==> config.mk <==
export PLATFORM = sky130hd
export DESIGN_NAME = char_plot_ctrl_flat
export DESIGN_NICKNAME = d
export VERILOG_FILES = /design/src/rtl/char_plot_if.sv /design/src/rtl/char_plot_ctrl.sv /design/src/flat_wrapper.sv
export SDC_FILE = /design/constraint.sdc
export NUM_CORES = 1
export LEC_CHECK = 0
export ABC_AREA = 1
export BUFFER_PORTS_ARGS = -buffer_cell sky130_fd_sc_hd__buf_4
export CAP_MARGIN = 30
export CORE_AREA = 2 2 96 134
export DETAILED_ROUTE_END_ITERATION = 10
export DIE_AREA = 0 0 98 136
export GPL_ROUTABILITY_DRIVEN = 0
export MAX_ROUTING_LAYER = met4
export REMOVE_ABC_BUFFERS = 1
export SYNTH_ARGS = -nofsm -noshare
export SYNTH_HDL_FRONTEND = slang
export SYNTH_SLANG_ARGS = --single-unit
==> constraint.sdc <==
create_clock -name CLOCK_50 -period 1.5 [get_ports CLOCK_50]
set_input_delay 0.15 -clock CLOCK_50 [delete_from_list [all_inputs] [get_ports CLOCK_50]]
set_output_delay 0.15 -clock CLOCK_50 [all_outputs]
set_load 0.005 [all_outputs]
==> src/rtl/char_plot_if.sv <==
// Pixel-plot sequencer port bundle: request side, font ROM side and VGA pixel-write side.
// master = requester/ROM/VGA environment, slave = char_plot_ctrl.
interface char_plot_if;
  logic       draw_req;
  logic [5:0] draw_col;
  logic [4:0] draw_row;
  logic [6:0] draw_char;
  logic [2:0] fg;
  logic [2:0] bg;
  logic       clear_req;
  logic [2:0] clear_colour;
  logic [9:0] font_addr;
  logic [7:0] font_data;
  logic       ready;
  logic       done;
  logic [8:0] x;
  logic [8:0] y;
  logic [2:0] colour;
  logic       writeEn;

  modport master (
    output draw_req, draw_col, draw_row, draw_char, fg, bg,
    output clear_req, clear_colour, font_data,
    input  font_addr, ready, done, x, y, colour, writeEn
  );

  modport slave (
    input  draw_req, draw_col, draw_row, draw_char, fg, bg,
    input  clear_req, clear_colour, font_data,
    output font_addr, ready, done, x, y, colour, writeEn
  );
endinterface

==> src/rtl/char_plot_ctrl.sv <==
// Glyph-draw / screen-clear sequencer for a 320x240 3-bit VGA pixel-write port.
// Optional: define TRANSPARENT_BG_EN to suppress writes for glyph bits that are 0.
module char_plot_ctrl #(
  parameter int unsigned FONT_LAT = 1
) (
  input logic       CLOCK_50,
  input logic       reset,
  char_plot_if.slave bus
);

  localparam logic [2:0] S_IDLE  = 3'd0;
  localparam logic [2:0] S_FETCH = 3'd1;
  localparam logic [2:0] S_LOAD  = 3'd2;
  localparam logic [2:0] S_PLOT  = 3'd3;
  localparam logic [2:0] S_CLEAR = 3'd4;
  localparam logic [2:0] S_DONE  = 3'd5;

  // FETCH holds the address for the ROM latency before LOAD captures the row.
  localparam logic [1:0] FETCH_LAST = 2'(FONT_LAT - 1);

  logic [2:0] state_q, state_d;
  logic [5:0] col_q,   col_d;
  logic [4:0] row_q,   row_d;
  logic [6:0] char_q,  char_d;
  logic [2:0] fg_q,    fg_d;
  logic [2:0] bg_q,    bg_d;
  logic [2:0] clr_q,   clr_d;
  logic [2:0] r_q,     r_d;
  logic [2:0] p_q,     p_d;
  logic [1:0] lat_q,   lat_d;
  logic [7:0] sr_q,    sr_d;
  logic [8:0] cx_q,    cx_d;
  logic [8:0] cy_q,    cy_d;
  logic [8:0] x_q,     x_d;
  logic [8:0] y_q,     y_d;
  logic [2:0] colour_q, colour_d;
  logic       we_q,    we_d;

  // NOTE: every variable gets a default at the top so no path leaves it unassigned (no latches).
  always_comb begin
    state_d  = state_q;
    col_d    = col_q;
    row_d    = row_q;
    char_d   = char_q;
    fg_d     = fg_q;
    bg_d     = bg_q;
    clr_d    = clr_q;
    r_d      = r_q;
    p_d      = p_q;
    lat_d    = lat_q;
    sr_d     = sr_q;
    cx_d     = cx_q;
    cy_d     = cy_q;

    case (state_q)
      S_IDLE: begin
        if (bus.clear_req) begin
          clr_d   = bus.clear_colour;
          cx_d    = '0;
          cy_d    = '0;
          state_d = S_CLEAR;
        end else if (bus.draw_req) begin
          col_d   = bus.draw_col;
          row_d   = bus.draw_row;
          char_d  = bus.draw_char;
          fg_d    = bus.fg;
          bg_d    = bus.bg;
          r_d     = '0;
          lat_d   = '0;
          state_d = (bus.draw_col > 6'd39 || bus.draw_row > 5'd29) ? S_DONE : S_FETCH;
        end
      end
      S_FETCH: begin
        if (lat_q == FETCH_LAST) begin
          lat_d   = '0;
          state_d = S_LOAD;
        end else begin
          lat_d = lat_q + 2'd1;
        end
      end
      S_LOAD: begin
        sr_d    = bus.font_data;
        p_d     = '0;
        state_d = S_PLOT;
      end
      S_PLOT: begin
        sr_d = {sr_q[6:0], 1'b0};
        if (p_q == 3'd7) begin
          p_d = '0;
          if (r_q == 3'd7) begin
            r_d     = '0;
            state_d = S_DONE;
          end else begin
            r_d     = r_q + 3'd1;
            state_d = S_FETCH;
          end
        end else begin
          p_d = p_q + 3'd1;
        end
      end
      S_CLEAR: begin
        if (cx_q == 9'd319) begin
          cx_d = '0;
          if (cy_q == 9'd239) begin
            cy_d    = '0;
            state_d = S_DONE;
          end else begin
            cy_d = cy_q + 9'd1;
          end
        end else begin
          cx_d = cx_q + 9'd1;
        end
      end
      S_DONE:  state_d = S_IDLE;
      default: state_d = S_IDLE;
    endcase
  end

  // Pixel outputs are registered from the next-state values so they line up with PLOT/CLEAR cycles.
  always_comb begin
    x_d      = x_q;
    y_d      = y_q;
    colour_d = colour_q;
    we_d     = 1'b0;
    if (state_d == S_PLOT) begin
      x_d      = {col_q, p_d};
      y_d      = {1'b0, row_q, r_d};
      colour_d = sr_d[7] ? fg_q : bg_q;
`ifdef TRANSPARENT_BG_EN
      we_d     = sr_d[7];
`else
      we_d     = 1'b1;
`endif
    end else if (state_d == S_CLEAR) begin
      x_d      = cx_d;
      y_d      = cy_d;
      colour_d = clr_d;
      we_d     = 1'b1;
    end
  end

  // NOTE: sequential state uses non-blocking assignments only; all next values come from the comb blocks.
  always_ff @(posedge CLOCK_50) begin
    if (reset) begin
      state_q  <= S_IDLE;
      col_q    <= '0;
      row_q    <= '0;
      char_q   <= '0;
      fg_q     <= '0;
      bg_q     <= '0;
      clr_q    <= '0;
      r_q      <= '0;
      p_q      <= '0;
      lat_q    <= '0;
      sr_q     <= '0;
      cx_q     <= '0;
      cy_q     <= '0;
      x_q      <= '0;
      y_q      <= '0;
      colour_q <= '0;
      we_q     <= 1'b0;
    end else begin
      state_q  <= state_d;
      col_q    <= col_d;
      row_q    <= row_d;
      char_q   <= char_d;
      fg_q     <= fg_d;
      bg_q     <= bg_d;
      clr_q    <= clr_d;
      r_q      <= r_d;
      p_q      <= p_d;
      lat_q    <= lat_d;
      sr_q     <= sr_d;
      cx_q     <= cx_d;
      cy_q     <= cy_d;
      x_q      <= x_d;
      y_q      <= y_d;
      colour_q <= colour_d;
      we_q     <= we_d;
    end
  end

  assign bus.font_addr = {char_q, r_q};
  assign bus.ready     = (state_q == S_IDLE);
  assign bus.done      = (state_q == S_DONE);
  assign bus.x         = x_q;
  assign bus.y         = y_q;
  assign bus.colour    = colour_q;
  assign bus.writeEn   = we_q;

endmodule

==> src/flat_wrapper.sv <==
// flat-port wrapper written by rule: the top's interface ports become plain ports
module char_plot_ctrl_flat 
#(
  parameter int unsigned FONT_LAT = 1
)
  (CLOCK_50, reset, bus_draw_req, bus_draw_col, bus_draw_row, bus_draw_char, bus_fg, bus_bg, bus_clear_req, bus_clear_colour, bus_font_data, bus_font_addr, bus_ready, bus_done, bus_x, bus_y, bus_colour, bus_writeEn);
  char_plot_if bus_i ();
  input logic CLOCK_50;
  input logic reset;
  input wire logic [$bits(bus_i.draw_req)-1:0] bus_draw_req;
  input wire logic [$bits(bus_i.draw_col)-1:0] bus_draw_col;
  input wire logic [$bits(bus_i.draw_row)-1:0] bus_draw_row;
  input wire logic [$bits(bus_i.draw_char)-1:0] bus_draw_char;
  input wire logic [$bits(bus_i.fg)-1:0] bus_fg;
  input wire logic [$bits(bus_i.bg)-1:0] bus_bg;
  input wire logic [$bits(bus_i.clear_req)-1:0] bus_clear_req;
  input wire logic [$bits(bus_i.clear_colour)-1:0] bus_clear_colour;
  input wire logic [$bits(bus_i.font_data)-1:0] bus_font_data;
  output wire logic [$bits(bus_i.font_addr)-1:0] bus_font_addr;
  output wire logic [$bits(bus_i.ready)-1:0] bus_ready;
  output wire logic [$bits(bus_i.done)-1:0] bus_done;
  output wire logic [$bits(bus_i.x)-1:0] bus_x;
  output wire logic [$bits(bus_i.y)-1:0] bus_y;
  output wire logic [$bits(bus_i.colour)-1:0] bus_colour;
  output wire logic [$bits(bus_i.writeEn)-1:0] bus_writeEn;
  assign bus_i.draw_req = bus_draw_req;
  assign bus_i.draw_col = bus_draw_col;
  assign bus_i.draw_row = bus_draw_row;
  assign bus_i.draw_char = bus_draw_char;
  assign bus_i.fg = bus_fg;
  assign bus_i.bg = bus_bg;
  assign bus_i.clear_req = bus_clear_req;
  assign bus_i.clear_colour = bus_clear_colour;
  assign bus_i.font_data = bus_font_data;
  assign bus_font_addr = bus_i.font_addr;
  assign bus_ready = bus_i.ready;
  assign bus_done = bus_i.done;
  assign bus_x = bus_i.x;
  assign bus_y = bus_i.y;
  assign bus_colour = bus_i.colour;
  assign bus_writeEn = bus_i.writeEn;
  char_plot_ctrl #(.FONT_LAT(FONT_LAT)) u_core (.CLOCK_50(CLOCK_50), .reset(reset), .bus(bus_i));
endmodule
==> results of run 1 <==
-- critical path, stage by stage (launching register included) --
cell,delay [ns]
dfxtp_2,0.36
ha_4,0.14
ha_4,0.14
nand2_2,0.05
inv_2,0.05
nand2_2,0.05
nand2_2,0.07
inv_2,0.05
nand2_4,0.06
nand3_4,0.19
buf_6,0.19
nand3b_1,0.08
nand2_1,0.05
nor2_1,0.09
-- flip-flops by register name, summed over array words and instances, names as in the netlist, 2 cells and up --
name,cells
u_core.bus.x,9
u_core.bus.y,9
u_core.cx_q,9
u_core.cy_q,9
u_core.sr_q,8
u_core.char_q,7
u_core.col_q,6
u_core.row_q,5
u_core.bg_q,3
u_core.bus.colour,3
u_core.clr_q,3
u_core.fg_q,3
u_core.p_q,3
u_core.r_q,3
u_core.state_q,3
u_core.lat_q,2
-- logic make-up after synthesis --
| family | Yosys count | synth area share |
|---|---|---|
| xor+xnor | 3 | 0.00633 |
| fa+ha+maj | 8 | 0.0241 |
| compound gates | 88 | 0.114 |
| flops | 86 | 0.415 |
| buf+inv | 88 | 0.0898 |
| simple gates | 325 | 0.349 |
| mux | 1 | 0.00241 |
-- area by class of cell --
type                       instances  area share
clock inverter                     5      0.0131
clock buffer                      11      0.0392
tap                              150      0.0303
timing repair inverter             1     0.00101
inverter                          65      0.0418
multi-input combinational        427       0.382
sequential                        86       0.281
timing repair buffer             163       0.211
-- synthesized netlist by cell type (4+ instances only) --
library cell  count
buf_2             8
inv_2             5
dfxtp_1          86
buf_6             4
a21oi_1          38
ha_1              8
nand4_1          14
nor2_2            5
nand3_1          56
a31oi_1           6
nand2_1         145
o21ai_0          33
inv_1            58
clkbuf_1          8
nand2_2           6
or2_2             4
nor2_1           82
-- worst max path at each step --
stage                 startpoint                    to  slack, ns  cells after the start
2_1_floorplan  u_core.state_q[0]  u_core.bus.colour[0]      -0.36                     11
3_3_place_gp       u_core.r_q[1]       u_core.bus.y[4]      -0.21                     13
3_5_place_dp       u_core.r_q[0]       u_core.bus.y[4]      -0.27                     13
4_1_cts           u_core.cy_q[1]       u_core.bus.y[3]      -0.15                     11
5_1_grt           u_core.cx_q[1]       u_core.bus.y[2]      -0.25                     10
6_report           u_core.p_q[0]       u_core.bus.y[3]      -0.13                     13
-- cells in the final DEF, fill, tap and decap left out, types with 2 or more instances in the layout --
cell type  Yosys  routed
buf_4          0     148
nand2_1      145     134
nor2_1        82      79
dfxtp_1       86      70
inv_1         58      55
nand3_1       56      46
a21oi_1       38      32
o21ai_0       33      29
dfxtp_2        0      16
nand4_1       14      14
nand2_2        6      13
nand3_2        1      10
buf_6          4      10
clkbuf_16      0       9
nor2_4         3       6
a21oi_2        0       6
a31oi_1        6       6
ha_4           0       6
nor2_2         5       5
inv_2          5       5
nand2_4        2       5
inv_4          1       4
o21ai_2        1       4
buf_12         0       4
nand3_4        1       3
or2_2          4       3
xor2_1         3       3
o211ai_1       3       3
nor3_2         0       2
nand2_8        0       2
nand3b_1       2       2
o21ai_1        1       2
ha_1           8       2
bufinv_16      0       2
-- power groups by stage --
stage	Clock (uW)	Sequential, uW	Combinational [uW]
global route	2580	2500	1190
floorplan	0	2520	418
finish	2430	2480	1080
global placement	0	2530	904
detailed placement	0	2530	921
CTS	2470	2480	1010
-- what timing repair did --
action | CTS | global route
pin swaps | 13 | 25
setup buffers | 6 | 7
endpoints found under the setup margin | 53 | 64
hold endpoints to repair | 0 | 0
gates cloned | 3 | 2
resized for setup | 48 | 51
-- routing by layer --
metal / part of all wire / vias to the layer above / track usage
met5: 0 / - / -
met4: 0.029 / 0 / 0.0864
li1: - / 2245 / -
met3: 0.032 / 26 / 0.0267
met1: 0.41 / 2031 / 0.214
met2: 0.53 / 100 / 0.342
-- stage by stage --
stage / worst slack, ns / total power, uW
finish: -0.130 / 6000
global placement: -0.212 / 3430
detailed placement: -0.269 / 3450
CTS: -0.154 / 5960
floorplan: -0.358 / 2940
global route: -0.250 / 6270
==> results.cfg, run 1 <==
[run_status]
outcome = complete, but fails checks
violations = negative setup slack

[die]
fp.dieArea_sq_um = 13300
initial_utilization = 0.341
placement_rows = 48
fp.dieW_um = 98
design.core.area_sq_um = 12200
top_level_ports = 73
dieHeight_um = 136

[finish]
area_growth_syn_to_layout_pct = 49.1
regArea_sq_um = 1740
final_util = 0.508
multi_input_area_sq_um = 2360
fill_cells = 1190
fin_nets = 800
final_layout_size_suffix_gt1_frac = 0.360
fin_area_sq_um = 6190
diodes = 0
stdcell_count = 908

[timing]
maxSlewViolCount = 0
slew_headroom = 0.796
hold_viol_final = 0
setup_tns_ns = -2.05
skew_ns = 0.00540
hold_slack_ns = 0.0308
period_share = 1.09
setup_slack_ns = -0.130
setup_viol = 22
worst-slew-pin-transition_ns = 0.306
rsz0062_at_grt = yes
fmax_mhz = 613
min_period_ns = 1.63

[critical_path]
cp.required_ns = 1.78
reg2reg_to = u_core.bus.y[3]
ff2ff_setup_slack_ns = -0.13
arrival_ns = 1.91
r2r_cells = 13
crit_path_end_kind = flop
startpoint_type = flop
r2r_start = u_core.p_q[0]
critical_path_class = reg2reg
cp_max_fo = 6

[placed_design]
hpwl_um = 9020
dp.cells = 875
io_buffer_count = 72
place_area_sq_um = 5370

[synthesis]
ys_types = 39
ys_top_cells_by_area = dfxtp_1 (41%), nand2_1 (13%), nor2_1 (7.4%), nand3_1 (6.7%), inv_1 (5.2%)
syn_area_sq_um = 4150
synth_area_leader_cell = dfxtp_1
synth.avg_cell_area_sq_um = 6.93
async_flop_share = 0
syn_inst = 599
ys_warn_count = 0
synth_edf_count = 0
seq_area_frac_synth = 0.415
ys_ff_latch = 86
synth-main-ff-cell = dfxtp_1
synth_top_area_frac = 0.415

[clocking]
path_clk_slew_ns = 0.06
holdBufCountCts = 0
clock_sinks = 86
root_buffer = clkbuf_16
tritoncts = built
cts_max_level = 3
clk_path_buf_depth = 2
clock_latency_ns = 0.34
cts_made_buffers = 9

[route]
drt-initial-drc-count = 226
drc = 0
dr.pass1.iters = 4
post_drt_wl_per_cell_um = 14.0
vias_per_cell = 4.85
vias = 4402
ant_nets = 0
drt_wl_total_um = 12700

[run]
cap_violations = 0

[global_route]
overflow = 0
grt_pass1_wl_um = 20000
grt_start_max_net_pins = 45
antenna_found_initial = 0
grt_pass1_vias = 4240
track_usage = 0.192

[power]
p_comb_frac = 0.181
switchingPower_uw = 1590
p_leak_uw = 0.00283
p_int_uw = 4410
p_per_area_nw_per_um2 = 969
power_switching_share = 0.265
seqPwrFrac = 0.414
clockPowerShare = 0.405
irDropWorstVdd_v = 0.000647

[min_path]
holdPathStages = 3
holdPathEnd = u_core.char_q[5]
min_from = bus_draw_char[5]
hold_class = in2reg
(Power assumes the default switching activity.)
==> run 2: changes to the inputs <==
--- a/config.mk
+++ b/config.mk
@@ -8,11 +8,12 @@
 export ABC_AREA = 1
 export BUFFER_PORTS_ARGS = -buffer_cell sky130_fd_sc_hd__buf_4
 export CAP_MARGIN = 30
-export CORE_AREA = 2 2 96 134
+export CORE_AREA = 2 2 81 113
 export DETAILED_ROUTE_END_ITERATION = 10
-export DIE_AREA = 0 0 98 136
+export DIE_AREA = 0 0 83 115
 export GPL_ROUTABILITY_DRIVEN = 0
 export MAX_ROUTING_LAYER = met4
+export PLACE_DENSITY = 0.74
 export REMOVE_ABC_BUFFERS = 1
 export SYNTH_ARGS = -nofsm -noshare
 export SYNTH_HDL_FRONTEND = slang
==> results.cfg, run 2 (synthesized netlist as in run 1, its figures left out) <==
[finish]
final_util = 0.725
diodes = 0
area_growth_syn_to_layout_pct = 49.4
layout_common_cells = buf_4 (148), nand2_1 (133), dfxtp_1 (71)
layout_commonest_cell = buf_4
final_layout_size_suffix_gt1_frac = 0.377
fin_nets = 795
fin_area_sq_um = 6200

[power]
p_leak_uw = 0.00280
irDropWorstVdd_v = 0.000845
seqPwrFrac = 0.422
p_int_uw = 4350
clockPowerShare = 0.391
p_comb_frac = 0.187
switchingPower_uw = 1550
power_switching_share = 0.263
p_per_area_nw_per_um2 = 952

[route]
ant_nets = 0
met1_length_um = 4950
top_layer_used = met4
drt_wl_total_um = 13000
drt-initial-drc-count = 284
post_drt_wl_per_cell_um = 15.2
routed-wl-met2_um = 6980
drc = 0
vias = 4575
dr.pass1.iters = 5
vias_per_cell = 5.34
wl_met3_um = 543

[timing]
setup_viol = 28
setup_slack_ns = -0.181
fmax_mhz = 595
min_period_ns = 1.68
period_share = 1.12
rsz0062_at_grt = yes
slew_headroom = 0.781
worst-slew-pin-transition_ns = 0.319
maxSlewViolCount = 0
hold_viol_final = 0
skew_ns = 0.00658

[critical_path]
slowest_stage = dfxtp_2
cp_max_fo = 8
ff2ff_setup_slack_ns = -0.18
crit_path_end_kind = flop
arrival_ns = 1.92
max_stage_delay_ns = 0.35
cp.required_ns = 1.74
startpoint_type = flop
critical_path_class = reg2reg
worstPathCellList = ha_4 -> inv_4 -> nor2_4 -> nand2_2 -> nor2_4 -> nand3_4 -> nand3_4 -> buf_6 -> nand2_8 -> nor2_1 -> nor2_1

[global_route]
track_usage = 0.251
antenna_found_initial = 0
overflow = 0
grt_pass1_vias = 4216
grt_pass1_wl_um = 18700
grt_start_max_net_pins = 39

[clocking]
path_clk_slew_ns = 0.06
root_buffer = clkbuf_16
clk_path_buf_depth = 2
clock_latency_ns = 0.34
cts_max_level = 3
clock_sinks = 86
tritoncts = built
cts_made_buffers = 9

[die]
dieHeight_um = 115
initial_utilization = 0.485
top_level_ports = 73
placement_rows = 40
design.core.area_sq_um = 8560
fp.dieW_um = 83
fp.dieArea_sq_um = 9550

[run_status]
violations = negative setup slack
outcome = complete, but fails checks

[placed_design]
hpwl_um = 8290
place_area_sq_um = 5280
io_buffer_count = 72

[run]
cap_violations = 0

[min_path]
hold_class = in2reg
==> run 2: what timing repair did <==
action	CTS	global route
setup buffers	6	10
endpoints found under the setup margin	40	52
pin swaps	15	47
gates resized for setup	43	84
hold buffers	0	0
gates cloned	1	1
==> run 2: routing by layer <==
| metal | global-route usage | up-vias |
|---|---|---|
| met1 | 0.268 | 2148 |
| met4 | 0.137 | 0 |
| met2 | 0.452 | 153 |
| li1 | - | 2229 |
| met3 | 0.0337 | 45 |
| met5 | - | - |
==> run 2: path summary, 6_finish.rpt <==
| kind | from | to | depth (start not counted) |
|---|---|---|---|
| hold reg to reg | u_core.col_q[3] | u_core.col_q[3] | 2 |
| setup reg to reg | u_core.cy_q[1] | u_core.bus.colour[0] | 11 |
| hold / removal | bus_bg[2] | u_core.bg_q[2] | 3 |
| setup / recovery | u_core.cy_q[1] | u_core.bus.colour[0] | 11 |
==> run 2: area by class of cell <==
type / instances / area (sq um)
Tap cell: 105 / 131
Fill cell: 606 / 2360
Multi-Input combinational cell: 426 / 2480
Timing Repair Buffer: 160 / 1290
Inverter: 65 / 262
Clock inverter: 4 / 73.8
Clock buffer: 10 / 229
Sequential cell: 86 / 1740
==> run 2: power by group through the flow <==
stage	Sequential [uW]	Clock (uW)	Combinational, uW
detailed placement	2530	0	890
global placement	2530	0	871
floorplan	2520	0	418
CTS	2480	2320	963
global route	2500	2420	1200
finish	2490	2310	1100
==> run 2: worst max-delay path: cells and delay by family (launching register included) <==
kind | cells | cell delay [ns]
adder cells (fa/ha/maj) | 1 | 0.16
flip-flops | 1 | 0.35
AND/OR/NAND/NOR | 8 | 0.87
buffers and inverters | 2 | 0.18
==> run 2: stage by stage <==
stage	instances	hold WS [ns]	TNS, ns	power [uW]	worst slack, ns
floorplan	576	0.219	-9.91	2940	-0.358
global placement	825	0.374	-2.83	3400	-0.140
detailed placement	825	0.380	-4.51	3420	-0.210
CTS	846	0.0288	-3.22	5770	-0.182
global route	856	0.0353	-6.17	6120	-0.293
finish	856	0.0286	-3.62	5910	-0.181
==> run 3: changes to the inputs <==
--- a/config.mk
+++ b/config.mk
@@ -5,12 +5,11 @@
 export SDC_FILE = /design/constraint.sdc
 export NUM_CORES = 1
 export LEC_CHECK = 0
-export ABC_AREA = 1
 export BUFFER_PORTS_ARGS = -buffer_cell sky130_fd_sc_hd__buf_4
 export CAP_MARGIN = 30
-export CORE_AREA = 2 2 81 113
+export CORE_AREA = 2 2 78 110
 export DETAILED_ROUTE_END_ITERATION = 10
-export DIE_AREA = 0 0 83 115
+export DIE_AREA = 0 0 80 112
 export GPL_ROUTABILITY_DRIVEN = 0
 export MAX_ROUTING_LAYER = met4
 export PLACE_DENSITY = 0.74
==> results.cfg, run 3 <==
[run_status]
violations = negative setup slack
outcome = complete, but fails checks

[finish]
area_growth_syn_to_layout_pct = 59.2
diodes = 0
multi_input_area_sq_um = 2500
final_layout_size_suffix_gt1_frac = 0.458
fill_cells = 482
regArea_sq_um = 1720
layout_commonest_cell = buf_4
stdcell_count = 724
layout_common_cells = buf_4 (148), dfxtp_1 (76), nand2_1 (71)
fin_nets = 664
final_util = 0.771
fin_area_sq_um = 6170

[synthesis]
ys_warn_count = 0
synth_top_area_frac = 0.439
async_flop_share = 0
syn_area_sq_um = 3870
ys_ff_latch = 85
synth-main-ff-cell = dfxtp_1
synth_most_common_cell = dfxtp_1
ys_types = 52
synth.avg_cell_area_sq_um = 8.44
synth_commonest_cells = dfxtp_1 (85), nand2_1 (84), a21oi_1 (55)
synth_area_leader_cell = dfxtp_1
synth_edf_count = 0
seq_area_frac_synth = 0.439
syn_inst = 459
ys_top_cells_by_area = dfxtp_1 (44%), nand2_1 (8.1%), a21oi_1 (7.1%), nor2_1 (4.6%), a2111oi_2 (3.1%)

[placed_design]
hpwl_um = 7890
io_buffer_count = 72
dp.cells = 689
place_area_sq_um = 5060

[critical_path]
max_stage_delay_ns = 0.45
critical_path_class = reg2reg
cp.required_ns = 1.76
crit_path_end_kind = flop
worstPathCellList = buf_4 -> nor3b_4 -> o21ai_4 -> nor3_1 -> a21oi_4 -> a2111oi_4
startpoint_type = flop
slowest_stage = nor3_1
arrival_ns = 2.18
cp_max_fo = 4

[route]
vias = 4397
drc = 0
ant_nets = 0
drt_wl_total_um = 14600
post_drt_wl_per_cell_um = 20.1
dr.pass1.iters = 5
vias_per_cell = 6.07
drt-initial-drc-count = 314

[power]
p_leak_uw = 0.00265
irDropWorstVdd_v = 0.00110
p_total_uw = 6460
p_per_area_nw_per_um2 = 1050

[global_route]
grt_pass1_wl_um = 20000
overflow = 0
track_usage = 0.295
antenna_found_initial = 0
grt_pass1_vias = 4126
grt_start_max_net_pins = 39

[clocking]
clk_path_buf_depth = 2
path_clk_slew_ns = 0.06
root_buffer = clkbuf_16
cts_max_level = 3
tritoncts = built
clock_sinks = 85
clock_latency_ns = 0.35
cts_made_buffers = 9

[timing]
slew_headroom = 0.663
fmax_mhz = 519
worst-slew-pin-transition_ns = 0.501
skew_ns = 0.00648
min_period_ns = 1.93
rsz0062_at_grt = yes
setup_slack_ns = -0.426
setup_tns_ns = -11.18
setup_viol = 63
maxSlewViolCount = 0
hold_viol_final = 0
period_share = 1.28

[die]
fp.dieW_um = 80
initial_utilization = 0.484
design.core.area_sq_um = 8000
top_level_ports = 73
fp.dieArea_sq_um = 8960
placement_rows = 39
dieHeight_um = 112

[run]
cap_violations = 0

[min_path]
hold_class = in2reg
run 3: cell types whose count changed in the layout (fill, tap and decap cells not counted), moves of 7 or more:
cell	before	now
nor2_4	11	4
buf_6	8	23
nand3_2	11	1
mux2i_1	1	11
a21oi_1	30	44
nand2_1	133	71
dfxtp_2	14	6
nor2_1	69	37
inv_1	54	4
nand4_1	14	4
o21ai_0	29	7
nand3_1	44	15
run 3: cell families after synthesis:
family          count (synthesis)  share of synthesized area
compound gates                114                      0.202
flops                          85                      0.439
mux                            11                     0.0284
simple gates                  198                      0.245
fa+ha+maj                       8                     0.0258
buf+inv                        34                     0.0397
xor+xnor                        9                     0.0203
run 3: timing repair:
action | 4_1_cts | 5_1_grt
resized for setup | 73 | 70
pin swaps | 29 | 35
hold buffers | 0 | 0
endpoints found under the setup margin | 69 | 66
cloned | 3 | 2
setup buffers | 10 | 7
run 3: area by class of cell:
type / instances / area share
timing repair buffer: 176 / 0.241
clock inverter: 7 / 0.0146
inverter: 4 / 0.00243
sequential: 85 / 0.279
multi-input combinational: 341 / 0.406
tap: 102 / 0.0207
clock buffer: 9 / 0.0365
run 3: worst max-delay path, delay by kind of cell (launching register included):
kind,cells,cell delay (ns)
AOI/OAI and AO/OA,3,0.54
buffers and inverters,1,0.15
and+or+nand+nor,2,0.79
DFF,1,0.34
run 3: power by group:
group | internal (uW) | switching, uW
combinational | 773 | 809
sequential | 2390 | 98.5
clock | 1450 | 949
total | 4610 | 1860
run 3: metal layers:
metal	GRT usage	up-vias	routed length, um
met2	0.487	258	7320
met4	0.174	0	1110
met5	-	-	0
li1	-	1944	-
met3	0.0462	97	904
met1	0.330	2098	5260
run 3: final timing paths:
check	start	to	slack, ns	cells past startpoint
worst max-delay path	u_core.state_q[1]	u_core.bus.x[3]	-0.43	6
worst min-delay path	bus_bg[1]	u_core.bg_q[1]	0.04	3
worst max register to register	u_core.state_q[1]	u_core.bus.x[3]	-0.43	6
worst min register to register	u_core.col_q[0]	u_core.col_q[0]	0.46	2
run 3: metrics by stage:
stage	hold WS (ns)	worst slack [ns]
final	0.0361	-0.426
after global routing	0.0443	-0.463
after CTS	0.0414	-0.234
after detailed placement	0.405	-0.455
after global placement	0.396	-0.360
after floorplan	0.219	-1.05
